===== config.mk =====
export PLATFORM = sky130hd
export DESIGN_NAME = frame_rx_flat
export DESIGN_NICKNAME = d
export VERILOG_FILES = /design/src/rtl/frame_rx_if.sv /design/src/rtl/frame_rx.sv /design/src/flat_wrapper.sv
export SDC_FILE = /design/constraint.sdc
export NUM_CORES = 1
export LEC_CHECK = 0
export ABC_AREA = 0
export ABC_CLOCK_PERIOD_IN_PS = 4600
export CAP_MARGIN = 20
export CORE_ASPECT_RATIO = 2
export CORE_MARGIN = 4
export CORE_UTILIZATION = 40
export DETAILED_ROUTE_END_ITERATION = 10
export PLACE_DENSITY = 0.68
export SLEW_MARGIN = 10
export SYNTH_ARGS = -nofsm -noshare
export SYNTH_HDL_FRONTEND = slang
export SYNTH_SLANG_ARGS = --single-unit

===== constraint.sdc =====
create_clock -name clk -period 4.6 [get_ports clk]
set_clock_uncertainty 0.1 [all_clocks]
set_input_delay 1.15 -clock clk [delete_from_list [all_inputs] [get_ports clk]]
set_output_delay 1.15 -clock clk [all_outputs]
set_load 0.01 [all_outputs]

===== src/rtl/frame_rx_if.sv =====
// Byte-stream and checksum-side signals for the receive framing stage.
interface frame_rx_if #(
    parameter int unsigned CNT_W = 8
) ();
    logic [7:0]       rx_byte;
    logic             rx_valid;
    logic             chk_ok;
    logic [7:0]       data;
    logic [7:0]       crc;
    logic             frame_valid;
    logic             timeout_err;
    logic             busy;
    logic [CNT_W-1:0] good_cnt;
    logic [CNT_W-1:0] bad_cnt;

    modport master (
        output rx_byte, rx_valid, chk_ok,
        input  data, crc, frame_valid, timeout_err, busy, good_cnt, bad_cnt
    );

    modport slave (
        input  rx_byte, rx_valid, chk_ok,
        output data, crc, frame_valid, timeout_err, busy, good_cnt, bad_cnt
    );
endinterface


===== src/rtl/frame_rx.sv =====
// Receive framing stage: collects SOF/data/check frames, presents data/crc to
// the downstream checksum comparator, counts good/bad frames and aborts
// partial frames after an inter-byte timeout.
module frame_rx #(
    parameter logic [7:0]  SOF     = 8'h7E,
    parameter int unsigned TIMEOUT = 16,
    parameter int unsigned CNT_W   = 8
) (
    input  logic       clk,
    input  logic       rst_n,
    frame_rx_if.slave  bus
);
    localparam int unsigned     TW   = (TIMEOUT > 1) ? $clog2(TIMEOUT) : 1;
    localparam logic [TW-1:0]   TMAX = TW'(TIMEOUT - 1);

    typedef enum logic [1:0] {
        IDLE,
        GET_DATA,
        GET_CRC,
        CHECK
    } state_t;

    state_t           state_q, state_d;
    logic [TW-1:0]    timer_q, timer_d;
    logic [7:0]       data_q, data_d;
    logic [7:0]       crc_q, crc_d;
    logic [CNT_W-1:0] good_q, good_d;
    logic [CNT_W-1:0] bad_q, bad_d;
    logic             tout_q, tout_d;
    logic             sof;

    assign sof = bus.rx_valid && (bus.rx_byte == SOF);

    // Next-state, capture, timeout and counter decisions.
    always_comb begin
        state_d = state_q;
        timer_d = timer_q;
        data_d  = data_q;
        crc_d   = crc_q;
        good_d  = good_q;
        bad_d   = bad_q;
        tout_d  = 1'b0;
        unique case (state_q)
            IDLE: begin
                if (sof) begin
                    state_d = GET_DATA;
                    timer_d = '0;
                end
            end
            GET_DATA: begin
                if (bus.rx_valid) begin
                    data_d  = bus.rx_byte;
                    timer_d = '0;
                    state_d = GET_CRC;
                end else if (timer_q == TMAX) begin
                    // This is the TIMEOUT-th silent cycle: abort at this edge.
                    state_d = IDLE;
                    timer_d = '0;
                    tout_d  = 1'b1;
                end else begin
                    timer_d = timer_q + TW'(1);
                end
            end
            GET_CRC: begin
                if (bus.rx_valid) begin
                    crc_d   = bus.rx_byte;
                    timer_d = '0;
                    state_d = CHECK;
                end else if (timer_q == TMAX) begin
                    state_d = IDLE;
                    timer_d = '0;
                    tout_d  = 1'b1;
                end else begin
                    timer_d = timer_q + TW'(1);
                end
            end
            CHECK: begin
                if (bus.chk_ok) begin
                    if (good_q != '1) good_d = good_q + CNT_W'(1);
                end else begin
                    if (bad_q != '1) bad_d = bad_q + CNT_W'(1);
                end
                timer_d = '0;
                // SOF in the check cycle starts the next frame immediately.
                state_d = sof ? GET_DATA : IDLE;
            end
            default: begin
                state_d = IDLE;
                timer_d = '0;
            end
        endcase
    end

    // State and datapath registers.
    always_ff @(posedge clk or negedge rst_n) begin
        if (!rst_n) begin
            state_q <= IDLE;
            timer_q <= '0;
            data_q  <= '0;
            crc_q   <= '0;
            good_q  <= '0;
            bad_q   <= '0;
            tout_q  <= 1'b0;
        end else begin
            state_q <= state_d;
            timer_q <= timer_d;
            data_q  <= data_d;
            crc_q   <= crc_d;
            good_q  <= good_d;
            bad_q   <= bad_d;
            tout_q  <= tout_d;
        end
    end

    assign bus.data        = data_q;
    assign bus.crc         = crc_q;
    assign bus.frame_valid = (state_q == CHECK);
    assign bus.busy        = (state_q == GET_DATA) || (state_q == GET_CRC);
    assign bus.timeout_err = tout_q;
    assign bus.good_cnt    = good_q;
    assign bus.bad_cnt     = bad_q;
endmodule

===== src/flat_wrapper.sv =====
// flat-port wrapper written by rule: the top's interface ports become plain ports
module frame_rx_flat 
#(
    parameter logic [7:0]  SOF     = 8'h7E,
    parameter int unsigned TIMEOUT = 16,
    parameter int unsigned CNT_W   = 8
)
  (clk, rst_n, bus_rx_byte, bus_rx_valid, bus_chk_ok, bus_data, bus_crc, bus_frame_valid, bus_timeout_err, bus_busy, bus_good_cnt, bus_bad_cnt);
  frame_rx_if #(.CNT_W(CNT_W)) bus_i ();
  input  logic clk;
  input  logic rst_n;
  input wire logic [$bits(bus_i.rx_byte)-1:0] bus_rx_byte;
  input wire logic [$bits(bus_i.rx_valid)-1:0] bus_rx_valid;
  input wire logic [$bits(bus_i.chk_ok)-1:0] bus_chk_ok;
  output wire logic [$bits(bus_i.data)-1:0] bus_data;
  output wire logic [$bits(bus_i.crc)-1:0] bus_crc;
  output wire logic [$bits(bus_i.frame_valid)-1:0] bus_frame_valid;
  output wire logic [$bits(bus_i.timeout_err)-1:0] bus_timeout_err;
  output wire logic [$bits(bus_i.busy)-1:0] bus_busy;
  output wire logic [$bits(bus_i.good_cnt)-1:0] bus_good_cnt;
  output wire logic [$bits(bus_i.bad_cnt)-1:0] bus_bad_cnt;
  assign bus_i.rx_byte = bus_rx_byte;
  assign bus_i.rx_valid = bus_rx_valid;
  assign bus_i.chk_ok = bus_chk_ok;
  assign bus_data = bus_i.data;
  assign bus_crc = bus_i.crc;
  assign bus_frame_valid = bus_i.frame_valid;
  assign bus_timeout_err = bus_i.timeout_err;
  assign bus_busy = bus_i.busy;
  assign bus_good_cnt = bus_i.good_cnt;
  assign bus_bad_cnt = bus_i.bad_cnt;
  frame_rx #(.SOF(SOF), .TIMEOUT(TIMEOUT), .CNT_W(CNT_W)) u_core (.clk(clk), .rst_n(rst_n), .bus(bus_i));
endmodule

==> results of run 1 <==
[cell type report]
class	count	area (um2)	area share, %
Inverter	5	18.77	0.8009
Multi-Input combinational cell	96	755.7	32.25
Tap cell	52	65.06	2.776
Sequential cell	39	975.9	41.64
Timing Repair Buffer	46	455.4	19.43
Clock buffer	6	72.57	3.097
[metal layers]
layer  GRT usage [%]  vias to the layer above
li1                -                      596
met1           17.83                      625
met2           25.73                       26
met3           5.007                        6
met4           6.334                        0
met5               0                        -
[cell families (layout without fill, tap and decap cells)]
group | count (synthesis) | after routing | synth area share, %
AND/OR/NAND/NOR | 44 | 44 | 13.17
flip-flops | 39 | 39 | 55.52
multiplexers | 19 | 19 | 12.10
XOR/XNOR | 14 | 14 | 6.975
AO/OA/AOI/OAI | 11 | 11 | 5.054
adder cells (fa/ha/maj) | 8 | 8 | 5.694
buffers and inverters | 6 | 57 | 1.495
[power by group through the flow]
| stage | logic [mW] | registers (mW) | clock network [mW] |
|---|---|---|---|
| CTS | 0.597 | 0.551 | 0.219 |
| detailed placement | 0.595 | 0.555 | 0 |
| floorplan | 0.251 | 0.590 | 0 |
| global placement | 0.579 | 0.548 | 0 |
| global route | 0.640 | 0.565 | 0.236 |
| finish | 0.586 | 0.548 | 0.208 |
[sequential cells by signal, indices dropped and copies added (netlist names)]
signal,count
u_core.bus.data,8
u_core.bus.timeout_err,1
u_core.state_q,2
u_core.timer_q,4
u_core.bus.bad_cnt,8
u_core.bus.good_cnt,8
u_core.bus.crc,8
[stage by stage]
step | std cells | instance area (um2) | power [mW] | setup WS (ns)
finish | 244 | 2344 | 1.343 | 1.654
global route | 244 | 2344 | 1.441 | 1.574
CTS | 244 | 2344 | 1.367 | 1.647
detailed placement | 238 | 2271 | 1.151 | 1.422
global placement | 238 | 2271 | 1.127 | 1.564
floorplan | 141 | 1758 | 0.8411 | 2.341
[worst paths after layout]
kind	slack, ns	cells past startpoint	start	to
hold / removal	0.39	1	u_core.bus.good_cnt[6]	u_core.bus.good_cnt[6]
min in group asynchronous	0.86	1	rst_n	u_core.bus.crc[1]
max in group asynchronous	3.01	1	rst_n	u_core.bus.crc[6]
setup / recovery	1.65	3	u_core.state_q[0]	bus_busy
hold reg to reg	0.39	1	u_core.bus.good_cnt[6]	u_core.bus.good_cnt[6]
setup reg to reg	2.78	4	u_core.bus.good_cnt[0]	u_core.bus.good_cnt[1]
[synthesized netlist by cell type, drive strengths merged]
cell type	n
o31ai	1
nand2b	1
a32oi	1
mux2	18
a21o	1
nand4b	1
nand3	6
mux2i	1
ha	8
o21ai	3
dfrtp	39
a21boi	1
inv	5
and4	1
nand2	13
nand3b	1
nor3	2
or3	1
buf	1
o211ai	1
nor2	4
xnor2	12
nor2b	1
a31oi	1
xor2	2
nand4	6
a21oi	1
and3	6
a22o	1
and3b	1
==> impl_metrics.ini, run 1 <==
[clocking]
path_clk_slew_ns = 0.07
clk_path_buf_depth = 2
cts_max_level = 2
numCtsBuffers = 5
cts_tree = built
cts.hold.buffers_added = 0
cts_resized = 0
root_buffer = clkbuf_8
cts_setup_buffers = 0
clkLatencyLatePin_ns = 0.28
clock_sinks = 39

[status]
status = completed

[drt]
drt_first_pass_iters = 4
route.met3.wl_um = 176
vias = 1253
highest_layer = met4
viasPerCell = 5.135
met2_length_um = 2054
drt_wl_total_um = 3730
wl_met1_um = 1427
drtIter0Drc = 4
ant_nets = 0
wl_per_cell_um = 15.29
drcViolationCount = 0

[worst_setup_path]
critPathBufInv = 2
critPathTopFamily = buffers and inverters
start_kind = flip-flop
crit_type = reg -> out
cp-end-kind = primary output
cpPeakStageDelay_ns = 0.55
timing.critical_path.fanout_max = 5
slowest_stage = clkdlybuf4s50_1
crit_required_ns = 3.35
path_cells = inv_1 -> ha_1 -> clkdlybuf4s50_1
worstPathArrival_ns = 1.70

[flow_run]
max_cap_viol_count = 0

[logic_synthesis]
synth.avg_cell_area_um2 = 12.47
synth_nets = 161
netlist_area_um2 = 1758
synthCells = 141
ys_ff_latch = 39
yosys.cell_types.count = 30
synth_seq_area_share_pct = 55.52
netlist_top_cells_area = dfrtp_1 56%, mux2_2 12%, xnor2_1 6.0%
netlist.area_leader.share_pct = 55.52
yosys.area.top_type = dfrtp_1
yosys_warnings = 0

[timing]
clock.fmax_ghz = 0.3394
slew_viol_final = 0
slew_headroom_pct = 44.41
fin_worst_hold_slack_ns = 0.3924
finalSetupViolations = 0
layout_min_cycle_time_ns = 2.946
fin_crit_sh_pct = 64.05
hold_viol = 0
rsz0062_at_grt = no
fin_tns_setup_ns = 0
tightest_slew_ns = 0.8338

[pwr]
peakVddDrop_mv = 0.3496
cellPowerDensity_nw_per_um2 = 573.1
power_leakage_nw = 1.016
pwr-share-seq_pct = 40.8
power.share.switching_pct = 32.66
p_int_mw = 0.9044
comb_power_share_pct = 43.6
p_clk_share_pct = 15.5
p_sw_mw = 0.4387

[final_layout]
final_cell_mix = 45 x clkdlybuf4s50_1, 39 x dfrtp_1, 18 x mux2_2
drive_above_1_share_pct = 14.06
area_growth_pct = 33.31
final_common_cell = clkdlybuf4s50_1
fillCellCount = 361
final_nets = 213
fin_util_pct = 56.20
n_antenna_cell = 0

[die]
die_h_um = 101.8
rows = 33
chipWidth_um = 54.88
die-area_um2 = 5584
start_util_pct = 42.15
core_um2 = 4170
num_io_pins = 47

[placed_design]
hpwlAfterDp_um = 2841
port_buffers = 46
gp_congestion = 0.8786

[grt]
grt_pass1_wl_um = 6292
grt_max_degree = 40
antenna_found_initial = 0
grt_use_total_pct = 15.58
overflow = 0
grt_pass1_vias = 1334

[min_path]
holdCritPathClass = reg -> reg
Note: power is estimated with default switching activity, not from simulation.
==> run 2, diff against run 1 <==
--- a/config.mk
+++ b/config.mk
@@ -6,13 +6,13 @@
 export NUM_CORES = 1
 export LEC_CHECK = 0
 export ABC_AREA = 0
-export ABC_CLOCK_PERIOD_IN_PS = 4600
+export ABC_CLOCK_PERIOD_IN_PS = 2500
 export CAP_MARGIN = 20
 export CORE_ASPECT_RATIO = 2
 export CORE_MARGIN = 4
 export CORE_UTILIZATION = 40
 export DETAILED_ROUTE_END_ITERATION = 10
-export PLACE_DENSITY = 0.68
+export PLACE_DENSITY = 0.71
 export SLEW_MARGIN = 10
 export SYNTH_ARGS = -nofsm -noshare
 export SYNTH_HDL_FRONTEND = slang
==> constraint.sdc (replaced) <==
create_clock -name clk -period 2.5 [get_ports clk]
set_clock_uncertainty 0.1 [all_clocks]
set_input_delay 0.625 -clock clk [delete_from_list [all_inputs] [get_ports clk]]
set_output_delay 0.625 -clock clk [all_outputs]
set_load 0.01 [all_outputs]
==> run 2 against run 1 <==
  * Sequential share of layout area is 0.40 points lower
  * Routed wire length is 0.54% lower
  * Via count stayed put
  * Clock-buffer cell count stayed put
  * Total power is 88% higher
  * Combinational power is 86% higher
  * Worst hold slack worse by 0.052 ns
  * Clock power is 100% higher
  * Sequential power is 86% higher
  * Critical path type unchanged
  * Critical endpoint unchanged
  * Largest power group unchanged
  * Highest routed layer unchanged
==> impl_metrics.ini, run 2 (synthesis results as in run 1) <==
[status]
status = completed

[worst_setup_path]
startpoint = u_core.state_q[0]
slowest_stage = clkdlybuf4s50_1
r2r_setup_slack_ns = 0.70
critPathTopFamily = buffers and inverters
cpPeakStageDelay_ns = 0.54
critPathBufInv = 2
crit_required_ns = 1.77
r2r_start = u_core.bus.good_cnt[0]
path_cells = inv_1 -> ha_1 -> clkdlybuf4s50_1
worstPathArrival_ns = 1.68
cp-end-kind = primary output
crit_type = reg -> out
start_kind = flip-flop
timing.critical_path.fanout_max = 5

[clocking]
cts_setup_buffers = 0
cts_resized = 0
root_buffer = clkbuf_8
clock_sinks = 39
path_clk_slew_ns = 0.07
clk_path_buf_depth = 2
cts.hold.buffers_added = 0
cts_max_level = 2
clkLatencyLatePin_ns = 0.28
cts_tree = built
numCtsBuffers = 5

[drt]
drcViolationCount = 0
viasPerCell = 5.093
ant_nets = 0
drt_wl_total_um = 3710
vias = 1253
wl_per_cell_um = 15.08
drt_first_pass_iters = 4
drtIter0Drc = 20

[final_layout]
final_cell_mix = 45 x clkdlybuf4s50_1, 39 x dfrtp_1, 18 x mux2_2
fillCellCount = 358
final_nets = 214
area_growth_pct = 34.59
final_common_cell = clkdlybuf4s50_1
drive_above_1_share_pct = 15.46
n_antenna_cell = 0
fin_util_pct = 56.74

[die]
start_util_pct = 42.15
rows = 33
die-area_um2 = 5584
die_h_um = 101.8
num_io_pins = 47
chipWidth_um = 54.88
core_um2 = 4170

[timing]
fin_tns_setup_ns = 0
slew_headroom_pct = 44.05
tightest_slew_ns = 0.8392
slew_viol_final = 0
layout_min_cycle_time_ns = 2.405
hold_viol = 0
fin_crit_sh_pct = 96.19
finalSetupViolations = 0
fin_worst_hold_slack_ns = 0.3402
clock.fmax_ghz = 0.4158
rsz0062_at_grt = no

[placed_design]
port_buffers = 46
gp_congestion = 0.9201
hpwlAfterDp_um = 2800

[pwr]
cellPowerDensity_nw_per_um2 = 1070
peakVddDrop_mv = 0.6266
power_leakage_nw = 1.031

[grt]
grt_use_total_pct = 15.45
grt_pass1_wl_um = 6292
antenna_found_initial = 0
overflow = 0
grt_max_degree = 40
grt_pass1_vias = 1354

[flow_run]
max_cap_viol_count = 0

[min_path]
holdCritPathClass = in -> async
## run 2: final cells by class
type | instances | area (um2) | area share, %
flip-flops and latches | 39 | 975.9 | 41.25
inverters | 5 | 18.77 | 0.7932
repair buffers | 47 | 462.9 | 19.57
clock inverters | 1 | 5.005 | 0.2115
well taps | 52 | 65.06 | 2.750
clock buffers | 6 | 82.58 | 3.490
multi-input cells | 96 | 755.7 | 31.94
## run 2: worst paths after layout
| path | to | cells after the start |
|---|---|---|
| max | bus_busy | 3 |
| min | u_core.bus.bad_cnt[2] | 1 |
| max reg2reg | u_core.bus.good_cnt[1] | 4 |
| min reg2reg | u_core.bus.bad_cnt[7] | 1 |
| max in group asynchronous | u_core.bus.data[6] | 1 |
| min in group clk | u_core.bus.bad_cnt[7] | 1 |
## run 2: routing by layer
| metal | vias to the layer above | part of all wire [%] | global-route usage (%) |
|---|---|---|---|
| met5 | - | 0 | 0 |
| met4 | 0 | 1.2 | 6.142 |
| met3 | 5 | 4.9 | 4.713 |
| met2 | 32 | 54 | 25.46 |
| met1 | 614 | 40 | 18.01 |
| li1 | 602 | - | - |
## run 2: power breakdown
part | switching (mW) | total [mW] | internal [mW] | leakage (nW)
sequential | 0.167 | 1.02 | 0.850 | 0.497
clock | 0.206 | 0.422 | 0.216 | 0.0470
combinational | 0.451 | 1.09 | 0.640 | 0.487
total | 0.824 | 2.53 | 1.71 | 1.03
## run 2: stage by stage
stage,area [um2],power (mW),worst slack [ns],cells
final,2366,2.531,0.09516,246
after global routing,2366,2.714,0.004326,246
after CTS,2366,2.573,0.07400,246
after detailed placement,2278,2.138,0.1662,239
after global placement,2278,2.093,0.2408,239
after floorplan,1758,1.548,0.7661,141
